[src/rtl/pwm_duty_decoder_pkg.sv]
// rtl/pwm_duty_decoder_pkg.sv - shared types and constants for the PWM duty decoder
//
// Purpose: FSM state encoding and default geometry. The defaults match the
// breathing-LED generator's 6-bit counter, which has a 64-tick period.
// Ports: none (package).
package pwm_duty_decoder_pkg;

  localparam int unsigned DEF_WIDTH  = 6;
  localparam int unsigned DEF_PERIOD = 64;

  typedef enum logic [1:0] {
    ST_IDLE    = 2'd0,
    ST_MEASURE = 2'd1,
    ST_STUCK   = 2'd2
  } state_e;

  // A line with no rising edge for two nominal periods is declared stuck.
  function automatic int unsigned timeout_ticks(input int unsigned period);
    return 2 * period;
  endfunction

endpackage

[src/rtl/pwm_sample_tick.sv]
// rtl/pwm_sample_tick.sv - input synchroniser, sample-tick divider and edge detector
//
// Purpose: brings the asynchronous PWM line into the clock domain and produces
// a one-cycle sample tick every PRESCALE cycles while enabled. It also reports
// the sampled level and a rising edge seen between consecutive ticks.
// Ports:
//   clk_i     system clock
//   reset_i   synchronous active-high reset
//   enable_i  1 = divider runs and ticks are produced
//   pulse_i   asynchronous PWM line
//   tick_o    one-cycle sample strobe
//   level_o   synchronised line level, meaningful when tick_o=1
//   rise_o    tick_o and level 1 while the previous tick sample was 0
module pwm_sample_tick #(
  parameter int unsigned PRESCALE = 2
) (
  input  logic clk_i,
  input  logic reset_i,
  input  logic enable_i,
  input  logic pulse_i,
  output logic tick_o,
  output logic level_o,
  output logic rise_o
);

  localparam int unsigned DIV_W = (PRESCALE > 1) ? $clog2(PRESCALE) : 1;
  localparam logic [DIV_W-1:0] DIV_LAST = DIV_W'(PRESCALE - 1);

  logic             sync1_q;
  logic             sync2_q;
  logic             prev_q;
  logic [DIV_W-1:0] div_q;

  assign tick_o  = enable_i && (div_q == DIV_LAST);
  assign level_o = sync2_q;
  assign rise_o  = tick_o && sync2_q && !prev_q;

  always_ff @(posedge clk_i) begin
    if (reset_i) begin
      sync1_q <= 1'b0;
      sync2_q <= 1'b0;
      prev_q  <= 1'b0;
      div_q   <= '0;
    end else begin
      sync1_q <= pulse_i;
      sync2_q <= sync1_q;
      // Divider restarts from zero whenever decoding is paused.
      if (!enable_i || tick_o) begin
        div_q <= '0;
      end else begin
        div_q <= div_q + 1'b1;
      end
      // The previous sample only advances on ticks, so edges are tick-to-tick.
      if (tick_o) begin
        prev_q <= sync2_q;
      end
    end
  end

endmodule

[src/rtl/pwm_duty_decoder.sv]
// rtl/pwm_duty_decoder.sv - measures high time and period of an incoming PWM line
//
// Purpose: measures each PWM period from one rising edge to the next. It
// reports the saturated high time and the period length, and flags a line
// with no rising edge for TIMEOUT ticks as stuck.
// Ports:
//   sysclk      system clock
//   reset       synchronous active-high reset
//   Enable      1 = decode; 0 = hold in IDLE with outputs frozen
//   Pulse_In    asynchronous PWM input
//   Duty_Cycle  high ticks of last period, saturated to 2**WIDTH-1
//   Period      ticks in last period, 0 after a timeout
//   Valid       one-cycle strobe when the outputs above update
//   Stuck       last report was a timeout
module pwm_duty_decoder
  import pwm_duty_decoder_pkg::*;
#(
  parameter int unsigned WIDTH    = DEF_WIDTH,
  parameter int unsigned PERIOD   = DEF_PERIOD,
  parameter int unsigned PRESCALE = 2
) (
  input  logic             sysclk,
  input  logic             reset,
  input  logic             Enable,
  input  logic             Pulse_In,
  output logic [WIDTH-1:0] Duty_Cycle,
  output logic [WIDTH+1:0] Period,
  output logic             Valid,
  output logic             Stuck
);

  localparam logic [WIDTH+1:0] TIMEOUT_CNT = (WIDTH + 2)'(timeout_ticks(PERIOD));
  localparam logic [WIDTH-1:0] DUTY_FULL   = {WIDTH{1'b1}};
  localparam logic [WIDTH:0]   HIGH_ONE    = (WIDTH + 1)'(1);
  localparam logic [WIDTH+1:0] PER_ONE     = (WIDTH + 2)'(1);

  logic tick;
  logic level;
  logic rise;

  pwm_sample_tick #(
    .PRESCALE (PRESCALE)
  ) u_sample (
    .clk_i    (sysclk),
    .reset_i  (reset),
    .enable_i (Enable),
    .pulse_i  (Pulse_In),
    .tick_o   (tick),
    .level_o  (level),
    .rise_o   (rise)
  );

  state_e           state_q,  state_d;
  logic [WIDTH:0]   high_q,   high_d;
  logic [WIDTH+1:0] per_q,    per_d;
  logic [WIDTH-1:0] duty_q,   duty_d;
  logic [WIDTH+1:0] period_q, period_d;
  logic             valid_q,  valid_d;
  logic             stuck_q,  stuck_d;

  always_comb begin
    state_d  = state_q;
    high_d   = high_q;
    per_d    = per_q;
    duty_d   = duty_q;
    period_d = period_q;
    stuck_d  = stuck_q;
    valid_d  = 1'b0;
    if (!Enable) begin
      state_d = ST_IDLE;
      high_d  = '0;
      per_d   = '0;
    end else if (tick) begin
      case (state_q)
        ST_IDLE, ST_STUCK: begin
          // The first period after IDLE or STUCK is partial and is never reported.
          if (rise) begin
            state_d = ST_MEASURE;
            high_d  = HIGH_ONE;
            per_d   = PER_ONE;
          end
        end
        ST_MEASURE: begin
          // Checking the edge before the timeout lets an edge on the timeout tick win.
          if (rise) begin
            duty_d   = (high_q > {1'b0, DUTY_FULL}) ? DUTY_FULL : high_q[WIDTH-1:0];
            period_d = per_q;
            stuck_d  = 1'b0;
            valid_d  = 1'b1;
            high_d   = HIGH_ONE;
            per_d    = PER_ONE;
          end else if (per_q == TIMEOUT_CNT) begin
            state_d  = ST_STUCK;
            duty_d   = level ? DUTY_FULL : '0;
            period_d = '0;
            stuck_d  = 1'b1;
            valid_d  = 1'b1;
            high_d   = '0;
            per_d    = '0;
          end else begin
            per_d = per_q + 1'b1;
            if (level) begin
              high_d = high_q + 1'b1;
            end
          end
        end
        default: state_d = ST_IDLE;
      endcase
    end
  end

  always_ff @(posedge sysclk) begin
    if (reset) begin
      state_q  <= ST_IDLE;
      high_q   <= '0;
      per_q    <= '0;
      duty_q   <= '0;
      period_q <= '0;
      valid_q  <= 1'b0;
      stuck_q  <= 1'b0;
    end else begin
      state_q  <= state_d;
      high_q   <= high_d;
      per_q    <= per_d;
      duty_q   <= duty_d;
      period_q <= period_d;
      valid_q  <= valid_d;
      stuck_q  <= stuck_d;
    end
  end

  assign Duty_Cycle = duty_q;
  assign Period     = period_q;
  assign Valid      = valid_q;
  assign Stuck      = stuck_q;

endmodule

[config.mk]
export PLATFORM = sky130hd
export DESIGN_NAME = pwm_duty_decoder
export DESIGN_NICKNAME = d
export VERILOG_FILES = /design/src/rtl/pwm_duty_decoder_pkg.sv /design/src/rtl/pwm_sample_tick.sv /design/src/rtl/pwm_duty_decoder.sv
export SDC_FILE = /design/constraint.sdc
export NUM_CORES = 1
export LEC_CHECK = 0
export BUFFER_PORTS_ARGS = -buffer_cell sky130_fd_sc_hd__buf_2
export CELL_PAD_IN_SITES_DETAIL_PLACEMENT = 1
export CELL_PAD_IN_SITES_GLOBAL_PLACEMENT = 2
export CORE_MARGIN = 5
export CORE_UTILIZATION = 36
export CTS_BUF_LIST = sky130_fd_sc_hd__clkbuf_8
export DETAILED_ROUTE_END_ITERATION = 12
export PLACE_DENSITY = 0.92
export SYNTH_ARGS = -nofsm -noshare
export SYNTH_HDL_FRONTEND = slang
export SYNTH_HIERARCHICAL = 1
export SYNTH_SLANG_ARGS = --single-unit
[constraint.sdc]
create_clock -name sysclk -period 2.5 [get_ports sysclk]
set_clock_uncertainty 0.15 [all_clocks]
set_input_delay 0.5 -clock sysclk [delete_from_list [all_inputs] [get_ports sysclk]]
set_output_delay 0.5 -clock sysclk [all_outputs]
set_load 0.1 [all_outputs]
Yosys cells after proc, flatten, opt, wreduce, memory -nomap -nowiden
Index checks and enable logic that the tools add are counted.
Storage, ports and cells
  flip-flop bits (word level): 37
  input bits: 4
  output and inout port bits: 16
  logic and storage cells: 65
Operators by class
  add/sub/neg operators: 3
  magnitude comparators: 1
  equal/unequal tests: 7
  multiplexer cells: 23
  bitwise gates (word level): 3
  reduce and logical (&&, ||, !) cells: 17
Operators by type and width (count)
  two-way mux 8 bit: 5
  two-way mux 7 bit: 4
  two-way mux 6 bit: 4
  one-hot mux 8 bit (2 select lines): 1
  one-hot mux 7 bit (2 select lines): 1
  AND reduction 4 bit: 3
  adder 8 x 1 -> 8 bit (second input constant): 1
  equality test 8 bit (second input constant): 1
  adder 7 x 1 -> 7 bit (second input constant): 1
  > comparator 7 x 6 -> 1 bit (second input constant): 1
  two-way mux 2 bit: 3
  != test 2 bit (second input constant): 3
  OR reduction 2 bit: 3
  two-way mux 1 bit: 4
  != test 4 x 3 -> 1 bit (second input constant): 1
  one-hot mux 2 bit (2 select lines): 1
  nonzero test 2 bit: 2
  OR reduction 4 bit: 1
  logical AND 1 bit: 3
  inverter 1 bit: 3
  AND reduction 3 bit: 1
  equality test 2 x 1 -> 1 bit (second input constant): 1
  equality test 2 bit (second input constant): 1
  logical NOT 1 bit: 2
  3 further kinds: 3

Logic depth before layout (Yosys ltp)
Gate-level depths: netlist of run 1.
  depth in word-level cells: 5
  mapped depth: 8
  depth with buffers taken out: 6

By module
The synthesis of run 1 kept the hierarchy.
Modules (own cells, without submodules)
  pwm_duty_decoder: times used 1, cells each 180, area an instance 1562.7 sq um, seq. area each 660.6 sq um
  pwm_sample_tick: times used 1, cells each 12, area an instance 141.4 sq um, seq. area each 80.1 sq um

Least setup slack after synthesis of run 1
Ideal clock, no wire load.
  kind: in2reg
  from: input Enable
  to: register high_q[0]
  setup time: 128 ps
  arrival time: 1866 ps
  data required time: 2222 ps
  path slack: 356 ps
  cell stages on the path: 7
  path buffers: 1
  cell sequence: and2_4 -> and3b_1 -> or3b_1 -> a211oi_4 -> buf_6 -> o21bai_1 -> nor3b_1
Between the ends
  cells in the longest elaborated chain, start to end: 5
  elaborated cells on any way between the ends: 10
  those cells by class: 2 x eq/ne; 2 x mux; 1 x bitwise; 5 x reduce/logical
Ends and longest elaborated chain
  start: declaration: RTL line pwm_duty_decoder.sv:24  | input logic Enable,
  logical AND 1 bit *: RTL line pwm_sample_tick.sv:34  | assign tick_o = enable_i && (div_q == DIV_LAST);
  logical AND 1 bit * (2 in series): RTL line pwm_sample_tick.sv:36  | assign rise_o = tick_o && sync2_q && !prev_q;
  via rise: RTL line pwm_duty_decoder.sv:39  | logic rise;
  != test 4 x 3 -> 1 bit (no line) (tied with other cells)
  AND reduction 4 bit (no line) or one-hot mux 7 bit (2 select lines) (tied branches)
  end signal: assignment: RTL line pwm_duty_decoder.sv:123  | high_q <= high_d;
  end: declaration: RTL line pwm_duty_decoder.sv:54  | logic [WIDTH:0] high_q, high_d;
The timed path passes the listed nets; every way through them passes the cells marked *.
A chain may end at the register's enable or synchronous reset.

Final worst setup path of run 1
  from: register per_q[0]
  to: register high_q[3]
Between the ends
  cells in the longest elaborated chain, start to end: 4
  elaborated cells on any way between the ends: 6
  those cells by class: 2 x eq/ne; 3 x mux; 1 x reduce/logical
Ends and longest elaborated chain
  start: declaration: RTL line pwm_duty_decoder.sv:55  | logic [WIDTH+1:0] per_q, per_d;
  start signal: assignment: RTL line pwm_duty_decoder.sv:124  | per_q <= per_d;
  equality test 8 bit *: RTL line pwm_duty_decoder.sv:92  | end else if (per_q == TIMEOUT_CNT) begin
  two-way mux 7 bit: RTL line pwm_duty_decoder.sv:92
  two-way mux 7 bit: RTL line pwm_duty_decoder.sv:85  | if (rise) begin
  one-hot mux 7 bit (2 select lines): RTL line pwm_duty_decoder.sv:74  | case (state_q)
Mark *: on every way between the ends. The rest lies on a longest branch, timed or not.

==> results of run 1 <==
==> metal layers <==
metal	GRT usage	vias up	routed length, um
met3	0.0317	8	188
met5	0	-	0
li1	-	761	-
met1	0.198	720	2060
met2	0.244	35	1990
met4	0.0577	0	82
==> cells by family (layout without fill, tap and decap cells) <==
kind of cell,count (synthesis),after routing,share of synthesized area
simple gates,59,59,0.207
buf+inv,20,49,0.0514
flops,37,37,0.435
compound gates,68,68,0.259
fa+ha+maj,3,3,0.0220
xor+xnor,5,5,0.0257
==> cell usage in the layout, fill, tap and decap left out, drive strengths merged, types with 4 or more instances in the layout <==
master and n:
buf 31, a211oi 5, o31ai 4, and3 4
or4 4, nand2 13, clkbuf 6, inv 10
o21ai 20, nand3 6, nor2 8, a21oi 21
dfxtp 37, a221oi 6, xor2 5
==> power groups by stage <==
| stage | clock, mW | sequential [mW] | combinational [mW] |
|---|---|---|---|
| after floorplan | 0 | 0.607 | 0.0140 |
| after global placement | 0 | 0.607 | 0.0276 |
| after detailed placement | 0 | 0.607 | 0.0279 |
| after CTS | 0.556 | 0.593 | 0.0279 |
| after global routing | 0.580 | 0.593 | 0.0309 |
| final | 0.542 | 0.593 | 0.0281 |
==> sequential cells by signal, indices dropped and copies added, names as in the netlist <==
signal	count
u_sample/sync1_q	1
state_q	2
Stuck	1
high_q	7
u_sample/prev_q	1
Valid	1
u_sample/level_o	1
u_sample/div_q	1
Duty_Cycle	6
Period	8
per_q	8
==> worst max-delay path, cell delays in order, from the launching register on <==
cell	delay [ns]
sky130_fd_sc_hd__dfxtp_1	0.35
sky130_fd_sc_hd__inv_1	0.12
sky130_fd_sc_hd__ha_1	0.17
sky130_fd_sc_hd__and4bb_2	0.37
sky130_fd_sc_hd__a211oi_4	0.09
sky130_fd_sc_hd__buf_4	0.19
sky130_fd_sc_hd__or4_1	0.48
sky130_fd_sc_hd__a21oi_1	0.14
==> through the flow <==
stage	hold WS (ns)	total power, mW	area, um2	setup slack [ns]	instances
after floorplan	0.264	0.621	1700	0.356	192
after global placement	0.274	0.634	1920	0.231	267
after detailed placement	0.285	0.635	1920	0.146	267
after CTS	0.263	1.18	2040	0.406	275
after global routing	0.295	1.20	2040	0.269	275
final	0.268	1.16	2040	0.394	275
==> cell type report <==
class	count	area (um2)
clock buffers	6	82.6
flip-flops and latches	37	741
multi-input cells	135	876
inverters	10	37.5
well taps	54	67.6
fillers	565	2620
repair buffers	31	198
clock inverters	2	37.5
==> path summary, 6_finish.rpt <==
kind	to	start	cells past startpoint	slack, ns
setup / recovery	high_q[3]	per_q[0]	7	0.39
hold / removal	u_sample/sync1_q	Pulse_In	2	0.27
setup reg to reg	high_q[3]	per_q[0]	7	0.39
hold reg to reg	u_sample/level_o	u_sample/sync1_q	1	0.30
==> results.ini, run 1 <==
[floorplanning]
io-pin-count=20
placeableCoreArea_mm2=0.00466
floorplan.initialDensity=0.366
row_count=25
chipWidth_um=78.8
floorplan.die.height_um=78.8
die-area_mm2=0.00621

[job]
max_cap_violations=0

[detailed_routing]
post_drt_wl_per_cell_um=15.7
final_antenna_net_count=0
num_vias=1524
firstDrtPassIters=4
drt_iter0_markers=66
postRouteWirelength_um=4320
vias_per_cell=5.54
route.detailed.drc=0

[sta]
finalWorstPathRequiredPeriod_ns=2.11
fmaxAchievable_mhz=475
setup_viol=0
grt_setup_unrepaired=false
fin_tns_setup_ns=0
final_max_slew_viol_count=0
max_slew_margin=0.676
finalHoldViolCount=0
post-route-period-util=0.843
worst_pin_slew_ns=0.489

[place]
globalplace.congestion=0.763
port-buffer-count=19
hpwl_um=3120

[setup_path]
crit_path_max_fanout=12
critical_path.startpoint_type=flip-flop
data_required_critical_path_ns=2.58
critPathKind=reg2reg
critPathArrivalTime_ns=2.18
cp-end-kind=flip-flop

[clock_tree]
post_cts_resize_count=0
cts.path.max_buffers=2
cts-root-buf=sky130_fd_sc_hd__clkbuf_8
clk_pin_slew_ns=0.07
tritoncts_num_sinks=37
ctsHoldBuffers=0
clock_latency_ns=0.29
cts_inserted_buffers=5
cts_tree=built
number_of_buffers_inserted_by_post_cts_setup_repair=0
htree_levels=2

[grt]
maximum_number_of_pins_on_one_net_before_global_route_repair=22
via_count_of_the_first_global_routing_pass=1566
grt_ovf=0
antenna_found_initial=0
first_pass_grt_wire_length_um=7530
grt.total_usage=0.151

[outcome]
outcome=completed

[layout]
syn_to_final_growth_pct=19.7
post_route_cells_drive_above_1_share=0.213
diodes=0
finalNetCount=227
utilization_after_layout=0.438

[yosys]
synth.yosys.warnings=6
syn_area_mm2=0.00170
count_of_flip_flops_with_a_built_in_enable_after_synthesis=0
ys.flop_type=sky130_fd_sc_hd__dfxtp_1
synth.distinct_cells=47
post-synth-top-count-cell=sky130_fd_sc_hd__dfxtp_1
synth.yosys.seq_area_share=0.435
yosysTopAreaCellShare=0.435
postSynthRegisterBits=37
synth-async-reset-ratio=0
postSynthCellCount=192
synth_area_leaders=sky130_fd_sc_hd__dfxtp_1 (43%), sky130_fd_sc_hd__a21oi_1 (5.6%), sky130_fd_sc_hd__o21ai_0 (5.0%)
syn_avg_cell_area_um2=8.88
synth.cells.most_frequent=sky130_fd_sc_hd__dfxtp_1 (37), sky130_fd_sc_hd__a21oi_1 (19), sky130_fd_sc_hd__o21ai_0 (17)
synth_top_area_cell=sky130_fd_sc_hd__dfxtp_1
mappedNetlistNets=199

[power_and_ir_drop]
netSwitchingFraction=0.204
max-vdd-ir-drop_v=0.000227
sequentialPowerShare=0.510
net_switching_power_mw=0.237
power.share.combinational=0.024
power.static_leakage_nw=0.730
clkPwrFrac=0.466
intPower_mw=0.926
power_per_cell_area_mw_per_mm2=570

[worst_hold_path]
hold_class=in2reg

Power figures use the tool's default switching activity.
==> run 2, diff against run 1 <==
--- a/config.mk
+++ b/config.mk
@@ -5,11 +5,12 @@
 export SDC_FILE = /design/constraint.sdc
 export NUM_CORES = 1
 export LEC_CHECK = 0
+export ABC_AREA = 1
 export BUFFER_PORTS_ARGS = -buffer_cell sky130_fd_sc_hd__buf_2
 export CELL_PAD_IN_SITES_DETAIL_PLACEMENT = 1
 export CELL_PAD_IN_SITES_GLOBAL_PLACEMENT = 2
 export CORE_MARGIN = 5
-export CORE_UTILIZATION = 36
+export CORE_UTILIZATION = 33
 export CTS_BUF_LIST = sky130_fd_sc_hd__clkbuf_8
 export DETAILED_ROUTE_END_ITERATION = 12
 export PLACE_DENSITY = 0.92
==> constraint.sdc (replaced) <==
create_clock -name sysclk -period 2.1 [get_ports sysclk]
set_clock_uncertainty 0.15 [all_clocks]
set_input_delay 0.42 -clock sysclk [delete_from_list [all_inputs] [get_ports sysclk]]
set_output_delay 0.42 -clock sysclk [all_outputs]
set_load 0.1 [all_outputs]
==> results.ini, run 2 <==
[clock_tree]
htree_levels=2  ; unchanged
cts_tree=built  ; unchanged
clock_latency_ns=0.29  ; about the same
ctsHoldBuffers=0  ; unchanged
tritoncts_num_sinks=37  ; unchanged
number_of_buffers_inserted_by_post_cts_setup_repair=0  ; unchanged
cts_inserted_buffers=5  ; unchanged
clk_pin_slew_ns=0.07  ; about the same
post_cts_resize_count=0  ; unchanged
cts-root-buf=sky130_fd_sc_hd__clkbuf_8  ; unchanged
cts.path.max_buffers=2  ; unchanged

[yosys]
synth.cells.most_frequent=sky130_fd_sc_hd__nand2_1 (57), sky130_fd_sc_hd__nor2_1 (49), sky130_fd_sc_hd__dfxtp_1 (37)  ; was sky130_fd_sc_hd__dfxtp_1 (37), sky130_fd_sc_hd__a21oi_1 (19), sky130_fd_sc_hd__o21ai_0 (17)
post-synth-top-count-cell=sky130_fd_sc_hd__nand2_1  ; was sky130_fd_sc_hd__dfxtp_1
syn_avg_cell_area_um2=6.89  ; was 8.88 um2
yosysTopAreaCellShare=0.418  ; was 0.435
postSynthRegisterBits=37  ; unchanged
syn_area_mm2=0.00177  ; was 0.00170 mm2
postSynthCellCount=257  ; was 192
ys.flop_type=sky130_fd_sc_hd__dfxtp_1  ; unchanged
synth_area_leaders=sky130_fd_sc_hd__dfxtp_1 (42%), sky130_fd_sc_hd__nand2_1 (12%), sky130_fd_sc_hd__nor2_1 (10%)  ; was sky130_fd_sc_hd__dfxtp_1 (43%), sky130_fd_sc_hd__a21oi_1 (5.6%), sky130_fd_sc_hd__o21ai_0 (5.0%)
synth.yosys.warnings=6  ; unchanged
synth_top_area_cell=sky130_fd_sc_hd__dfxtp_1  ; unchanged
synth.distinct_cells=27  ; was 47
mappedNetlistNets=264  ; was 199
synth-async-reset-ratio=0  ; unchanged
synth.yosys.seq_area_share=0.418  ; was 0.435
count_of_flip_flops_with_a_built_in_enable_after_synthesis=0  ; unchanged

[layout]
mostFrequentLayoutCell=sky130_fd_sc_hd__nand2_1  ; was sky130_fd_sc_hd__dfxtp_1
sequential_cell_area_um2=741  ; unchanged
finalNetCount=291  ; was 227
filler_cell_count=660  ; was 565
multi_input_area_um2=868  ; was 876 um2
diodes=0  ; unchanged
post_route_cells_drive_above_1_share=0.169  ; was 0.213
final_cell_mix=sky130_fd_sc_hd__nand2_1 (57), sky130_fd_sc_hd__nor2_1 (49), sky130_fd_sc_hd__dfxtp_1 (37)  ; was sky130_fd_sc_hd__dfxtp_1 (37), sky130_fd_sc_hd__a21oi_1 (19), sky130_fd_sc_hd__buf_2 (19)
syn_to_final_growth_pct=15.6  ; was 19.7%

[sta]
post-route-period-util=0.858  ; was 0.843
finalWorstPathRequiredPeriod_ns=1.80  ; was 2.11 ns
finalHoldViolCount=0  ; unchanged
max_slew_margin=0.678  ; was 0.676
fin_tns_setup_ns=0  ; unchanged
grt_setup_unrepaired=false  ; unchanged
setup_viol=0  ; unchanged
fmaxAchievable_mhz=555  ; was 475 MHz
final_max_slew_viol_count=0  ; unchanged
worst_pin_slew_ns=0.487  ; was 0.489 ns

[floorplanning]
placeableCoreArea_mm2=0.00517  ; was 0.00466 mm2
floorplan.initialDensity=0.342  ; was 0.366
row_count=26  ; was 25
die-area_mm2=0.00693  ; was 0.00621 mm2
io-pin-count=20  ; unchanged
floorplan.die.height_um=83.2  ; was 78.8 um
chipWidth_um=83.2  ; was 78.8 um

[detailed_routing]
post_drt_wl_per_cell_um=12.0  ; was 15.7 um
vias_per_cell=4.50  ; was 5.54
firstDrtPassIters=4  ; unchanged
route.detailed.drc=0  ; unchanged
postRouteWirelength_um=4250  ; was 4320 um
num_vias=1593  ; was 1,524
final_antenna_net_count=0  ; unchanged
drt_iter0_markers=65  ; was 66

[grt]
maximum_number_of_pins_on_one_net_before_global_route_repair=16  ; was 22
first_pass_grt_wire_length_um=7620  ; was 7530 um
grt_ovf=0  ; unchanged
via_count_of_the_first_global_routing_pass=1629  ; was 1,566
antenna_found_initial=0  ; unchanged
grt.total_usage=0.133  ; was 0.151

[power_and_ir_drop]
power.static_leakage_nw=0.919  ; was 0.730 nW
p_total_mw=1.24  ; was 1.16 mW
max-vdd-ir-drop_v=0.000272  ; was 0.000227 V
power_per_cell_area_mw_per_mm2=605  ; was 570 mW/mm2

[worst_hold_path]
hold_class=in2reg  ; unchanged

[setup_path]
cp-end-kind=flip-flop  ; unchanged
crit_path_max_fanout=6  ; was 12
critical_path.startpoint_type=flip-flop  ; unchanged
crit_chain=inv_1 -> ha_1 -> nand3_1 -> nor2_1 -> nand2_1 -> nand2_2 -> nand2_2 -> nor2_1 -> nor2_1  ; was inv_1 -> ha_1 -> and4bb_2 -> a211oi_4 -> buf_4 -> or4_1 -> a21oi_1
data_required_critical_path_ns=2.13  ; was 2.58 ns
cpLargestDelayFamily=simple AND/OR/NAND/NOR gates  ; unchanged
critPathKind=reg2reg  ; unchanged
critPathArrivalTime_ns=1.83  ; was 2.18 ns
worst_path_most_repeated_cell=sky130_fd_sc_hd__nor2_1
critical_path.slowest_cell=sky130_fd_sc_hd__dfxtp_1  ; was sky130_fd_sc_hd__or4_1
cpPeakStageDelay_ns=0.36  ; was 0.48 ns
path_buf_inv=1  ; was 2

[place]
globalplace.congestion=0.840  ; was 0.763
port-buffer-count=19  ; unchanged
hpwl_um=3330  ; was 3120 um

[outcome]
outcome=completed  ; unchanged

[job]
max_cap_violations=0  ; unchanged

[run 2: changes by cell type in the layout (fill, tap and decap cells not counted), sizes merged, moves of 3 or more]
cell / before / now
nand2: 13 / 64
nor2: 8 / 52
inv: 10 / 38
nand3: 6 / 15
buf: 31 / 23
a221oi: 6 / 0
o21ai: 20 / 14
a211oi: 5 / 0
and3: 4 / 0
o31ai: 4 / 0
or4: 4 / 0
nand4b: 3 / 0
o211ai: 3 / 0
xor2: 5 / 2
[run 2: worst paths after layout]
check | endpoint | startpoint | cells after the start | slack, ns
worst min register to register | u_sample/level_o | u_sample/sync1_q | 2 | 0.26
worst max register to register | Duty_Cycle[5] | per_q[0] | 9 | 0.30
worst min-delay path | u_sample/sync1_q | Pulse_In | 3 | 0.19
worst max-delay path | Duty_Cycle[5] | per_q[0] | 9 | 0.30
[run 2: cell families after synthesis]
logic type                 Yosys count  synth area share
xor gates and xnor gates             2           0.00990
and+or+nand+nor                    140             0.347
DFF                                 37             0.418
buffers and inverters               40            0.0912
adders and majority gates            3            0.0212
AOI/OAI and AO/OA                   35             0.112
[run 2: metrics by stage]
stage	instances	utilization	hold WS, ns	cell area, um2	setup slack, ns
final	354	0.396	0.189	2050	0.298
after CTS	354	0.396	0.174	2050	0.271
after floorplan	257	-	0.238	1770	0.453
after detailed placement	347	0.379	0.248	1960	0.127
after global placement	347	0.379	0.240	1960	0.145
after global routing	354	0.396	0.211	2050	0.100
[run 2: area by class of cell]
class,instances,share of cell area
multi-input combinational,180,0.424
sequential,37,0.362
inverter,37,0.0678
timing repair buffer,23,0.0611
tap,70,0.0428
clock buffer,6,0.0403
clock inverter,1,0.00183
[run 2: tightest hold or removal path, cell delays in order]
cell                     delay (ns)
sky130_fd_sc_hd__buf_2         0.07
sky130_fd_sc_hd__inv_1         0.03
sky130_fd_sc_hd__nor2_1        0.07
[run 2: routing by layer]
metal	global-route usage	vias to the layer above	share of wire
met3	0.0396	5	0.044
li1	-	851	-
met2	0.206	21	0.43
met1	0.178	716	0.51
met5	0	-	0
met4	0.0416	0	0.014
[run 2: power breakdown]
group / internal, mW / switching [mW]
registers: 0.704 / 0.00228
logic: 0.00969 / 0.0228
clock network: 0.256 / 0.244
==> run 3, diff against run 2 <==
--- a/config.mk
+++ b/config.mk
@@ -10,11 +10,10 @@
 export CELL_PAD_IN_SITES_DETAIL_PLACEMENT = 1
 export CELL_PAD_IN_SITES_GLOBAL_PLACEMENT = 2
 export CORE_MARGIN = 5
-export CORE_UTILIZATION = 33
+export CORE_UTILIZATION = 34
 export CTS_BUF_LIST = sky130_fd_sc_hd__clkbuf_8
 export DETAILED_ROUTE_END_ITERATION = 12
-export PLACE_DENSITY = 0.92
+export PLACE_DENSITY = 0.93
 export SYNTH_ARGS = -nofsm -noshare
 export SYNTH_HDL_FRONTEND = slang
-export SYNTH_HIERARCHICAL = 1
 export SYNTH_SLANG_ARGS = --single-unit
==> results.ini, run 3 <==
[detailed_routing]
drt_iter0_markers=55  ; was 65
firstDrtPassIters=4  ; unchanged
final_antenna_net_count=0  ; unchanged
post_drt_wl_per_cell_um=13.4  ; was 12.0 um
route.detailed.drc=0  ; unchanged
postRouteWirelength_um=4660  ; was 4250 um
vias_per_cell=4.84  ; was 4.50
num_vias=1683  ; was 1,593

[sta]
setup_viol=0  ; unchanged
finalHoldViolCount=0  ; unchanged
final_max_slew_viol_count=0  ; unchanged
final_critical_path_setup_slack_ns=0.283  ; was 0.298 ns
fmaxAchievable_mhz=550  ; was 555 MHz
fin_hold_ws_ns=0.179  ; was 0.189 ns
worst_pin_slew_ns=0.498  ; was 0.487 ns
max_slew_margin=0.670  ; was 0.678
fin_tns_setup_ns=0  ; unchanged
grt_setup_unrepaired=false  ; unchanged
finalWorstPathRequiredPeriod_ns=1.82  ; was 1.80 ns
post-route-period-util=0.865  ; was 0.858

[floorplanning]
die-area_mm2=0.00671  ; was 0.00693 mm2
row_count=26  ; unchanged
floorplan.initialDensity=0.347  ; was 0.342
io-pin-count=20  ; unchanged
placeableCoreArea_mm2=0.00507  ; was 0.00517 mm2
chipWidth_um=81.9  ; was 83.2 um
floorplan.die.height_um=81.9  ; was 83.2 um

[grt]
antenna_found_initial=0  ; unchanged
grt_ovf=0  ; unchanged
maximum_number_of_pins_on_one_net_before_global_route_repair=15  ; was 16
via_count_of_the_first_global_routing_pass=1662  ; was 1,629
grt.total_usage=0.154  ; was 0.133
first_pass_grt_wire_length_um=7780  ; was 7620 um

[yosys]
ys.flop_type=sky130_fd_sc_hd__dfxtp_1  ; unchanged
postSynthRegisterBits=37  ; unchanged
synth.yosys.seq_area_share=0.421  ; was 0.418
synth.distinct_cells=23  ; was 27
syn_area_mm2=0.00176  ; was 0.00177 mm2
synth_top_area_cell=sky130_fd_sc_hd__dfxtp_1  ; unchanged
yosysTopAreaCellShare=0.421  ; was 0.418
postSynthCellCount=247  ; was 257
synth.cells.most_frequent=sky130_fd_sc_hd__nand2_1 (45), sky130_fd_sc_hd__nor2_1 (45), sky130_fd_sc_hd__dfxtp_1 (37)  ; was sky130_fd_sc_hd__nand2_1 (57), sky130_fd_sc_hd__nor2_1 (49), sky130_fd_sc_hd__dfxtp_1 (37)
synth_area_leaders=sky130_fd_sc_hd__dfxtp_1 (42%), sky130_fd_sc_hd__nand2_1 (9.6%), sky130_fd_sc_hd__nor2_1 (9.6%)  ; was sky130_fd_sc_hd__dfxtp_1 (42%), sky130_fd_sc_hd__nand2_1 (12%), sky130_fd_sc_hd__nor2_1 (10%)
syn_avg_cell_area_um2=7.12  ; was 6.89 um2
mappedNetlistNets=254  ; was 264
synth.yosys.warnings=0  ; was 6
count_of_flip_flops_with_a_built_in_enable_after_synthesis=0  ; unchanged
synth-async-reset-ratio=0  ; unchanged

[setup_path]
cpLargestDelayFamily=simple AND/OR/NAND/NOR gates  ; unchanged
r2r_cells=8  ; was 9
path_buf_inv=2  ; was 1
critical_path.startpoint_type=flip-flop  ; unchanged
setup.worst_path.start=per_q[1]  ; was per_q[0]
data_required_critical_path_ns=2.14  ; was 2.13 ns
cp-end-kind=flip-flop  ; unchanged
crit-reg2reg-launch=per_q[1]  ; was per_q[0]
critPathArrivalTime_ns=1.86  ; was 1.83 ns
crit_chain=inv_1 -> ha_1 -> nand4_1 -> nand2_1 -> nand2_2 -> inv_1 -> o21ai_0 -> nor2_1  ; was inv_1 -> ha_1 -> nand3_1 -> nor2_1 -> nand2_1 -> nand2_2 -> nand2_2 -> nor2_1 -> nor2_1
critPathKind=reg2reg  ; unchanged
critical_path.slowest_cell=sky130_fd_sc_hd__dfxtp_1  ; unchanged
worst_path_most_repeated_cell=sky130_fd_sc_hd__inv_1  ; was sky130_fd_sc_hd__nor2_1
crit_path_max_fanout=13  ; was 6
cpPeakStageDelay_ns=0.35  ; was 0.36 ns
crit_cells=8  ; was 9

[place]
globalplace.congestion=0.782  ; was 0.840
port-buffer-count=19  ; unchanged
placedInstanceArea_mm2=0.00196  ; about the same
place_inst=340  ; was 347
post-place-ws_ns=0.194  ; was 0.127 ns
hpwl_um=3560  ; was 3330 um

[layout]
utilization_after_layout=0.410  ; was 0.396
stdcell_area_mm2=0.00208  ; was 0.00205 mm2
multi_input_area_um2=846  ; was 868 um2
filler_cell_count=670  ; was 660
final_cell_count_no_fill=348  ; was 354
syn_to_final_growth_pct=18.2  ; was 15.6%
finalNetCount=284  ; was 291
post_route_cells_drive_above_1_share=0.173  ; was 0.169
sequential_cell_area_um2=741  ; unchanged
final_cell_mix=sky130_fd_sc_hd__nor2_1 (45), sky130_fd_sc_hd__nand2_1 (45), sky130_fd_sc_hd__dfxtp_1 (37)  ; was sky130_fd_sc_hd__nand2_1 (57), sky130_fd_sc_hd__nor2_1 (49), sky130_fd_sc_hd__dfxtp_1 (37)
diodes=0  ; unchanged

[clock_tree]
tritoncts_num_sinks=37  ; unchanged
cts-root-buf=sky130_fd_sc_hd__clkbuf_8  ; unchanged
cts_tree=built  ; unchanged
cts.path.max_buffers=2  ; unchanged
cts_inserted_buffers=5  ; unchanged
post_cts_resize_count=0  ; unchanged
clk_pin_slew_ns=0.08  ; was 0.07 ns
ctsHoldBuffers=0  ; unchanged
number_of_buffers_inserted_by_post_cts_setup_repair=0  ; unchanged
htree_levels=2  ; unchanged
clock_latency_ns=0.29  ; about the same

[power_and_ir_drop]
intPower_mw=1.07  ; was 0.970 mW
clkPwrFrac=0.462  ; was 0.404
netSwitchingFraction=0.223  ; was 0.217
power.static_leakage_nw=0.984  ; was 0.919 nW
p_total_mw=1.38  ; was 1.24 mW
power_per_cell_area_mw_per_mm2=663  ; was 605 mW/mm2
power.share.combinational=0.025  ; was 0.026
sequentialPowerShare=0.513  ; was 0.570
net_switching_power_mw=0.308  ; was 0.269 mW
max-vdd-ir-drop_v=0.000350  ; was 0.000272 V

[worst_hold_path]
hold_class=in2reg  ; unchanged
worstHoldPathCells=3  ; unchanged
worstHoldStart=Pulse_In  ; unchanged

[outcome]
outcome=completed  ; unchanged

[job]
max_cap_violations=0  ; unchanged

run 3: cell count changes in the layout (fill, tap and decap cells not counted), sizes merged, moves of 3 or more:
cell,change
a22oi,+8
nand2,-15
nand3,+8
a21oi,-3
buf,+5
inv,-4
o21ai,-3
nand4,+3
nor2,-5
run 3: path summary, 6_finish.rpt:
path / end / slack [ns]
hold reg to reg: u_sample.level_o / 0.26
hold / removal: u_sample.sync1_q / 0.18
setup / recovery: Duty_Cycle[0] / 0.28
setup reg to reg: Duty_Cycle[0] / 0.28
run 3: worst reg2reg max path, cell delays in order (launching register included):
cell and delay [ns]:
sky130_fd_sc_hd__dfxtp_1 0.35, sky130_fd_sc_hd__inv_1 0.06, sky130_fd_sc_hd__ha_1 0.19, sky130_fd_sc_hd__nand4_1 0.19, sky130_fd_sc_hd__nand2_1 0.13, sky130_fd_sc_hd__nand2_2 0.25
sky130_fd_sc_hd__inv_1 0.12, sky130_fd_sc_hd__o21ai_0 0.19, sky130_fd_sc_hd__nor2_1 0.06
run 3: cell type report:
class / instances / share of cell area
inverters: 34 / 0.0614
well taps: 70 / 0.0421
multi-input cells: 171 / 0.407
clock buffers: 5 / 0.0331
clock inverters: 3 / 0.0223
repair buffers: 28 / 0.0782
flip-flops and latches: 37 / 0.356
run 3: layer usage:
layer,share of wire,wire length (um),up-vias,track usage
li1,-,-,853,-
met1,0.44,2030,794,0.171
met2,0.50,2320,28,0.275
met3,0.046,213,8,0.0461
met4,0.019,87,0,0.0565
met5,0,0,-,0
run 3: cells by family after synthesis:
group | count (synthesis) | synth area share
xor+xnor | 2 | 0.00996
fa+ha+maj | 3 | 0.0213
simple gates | 129 | 0.326
buf+inv | 39 | 0.0981
compound gates | 37 | 0.124
flops | 37 | 0.421
run 3: power groups by stage:
stage / clock [mW] / combinational, mW / sequential (mW)
after global placement: 0 / 0.0346 / 0.723
after detailed placement: 0 / 0.0351 / 0.723
after CTS: 0.656 / 0.0354 / 0.707
final: 0.637 / 0.0349 / 0.707
after global routing: 0.686 / 0.0394 / 0.707
after floorplan: 0 / 0.0189 / 0.723
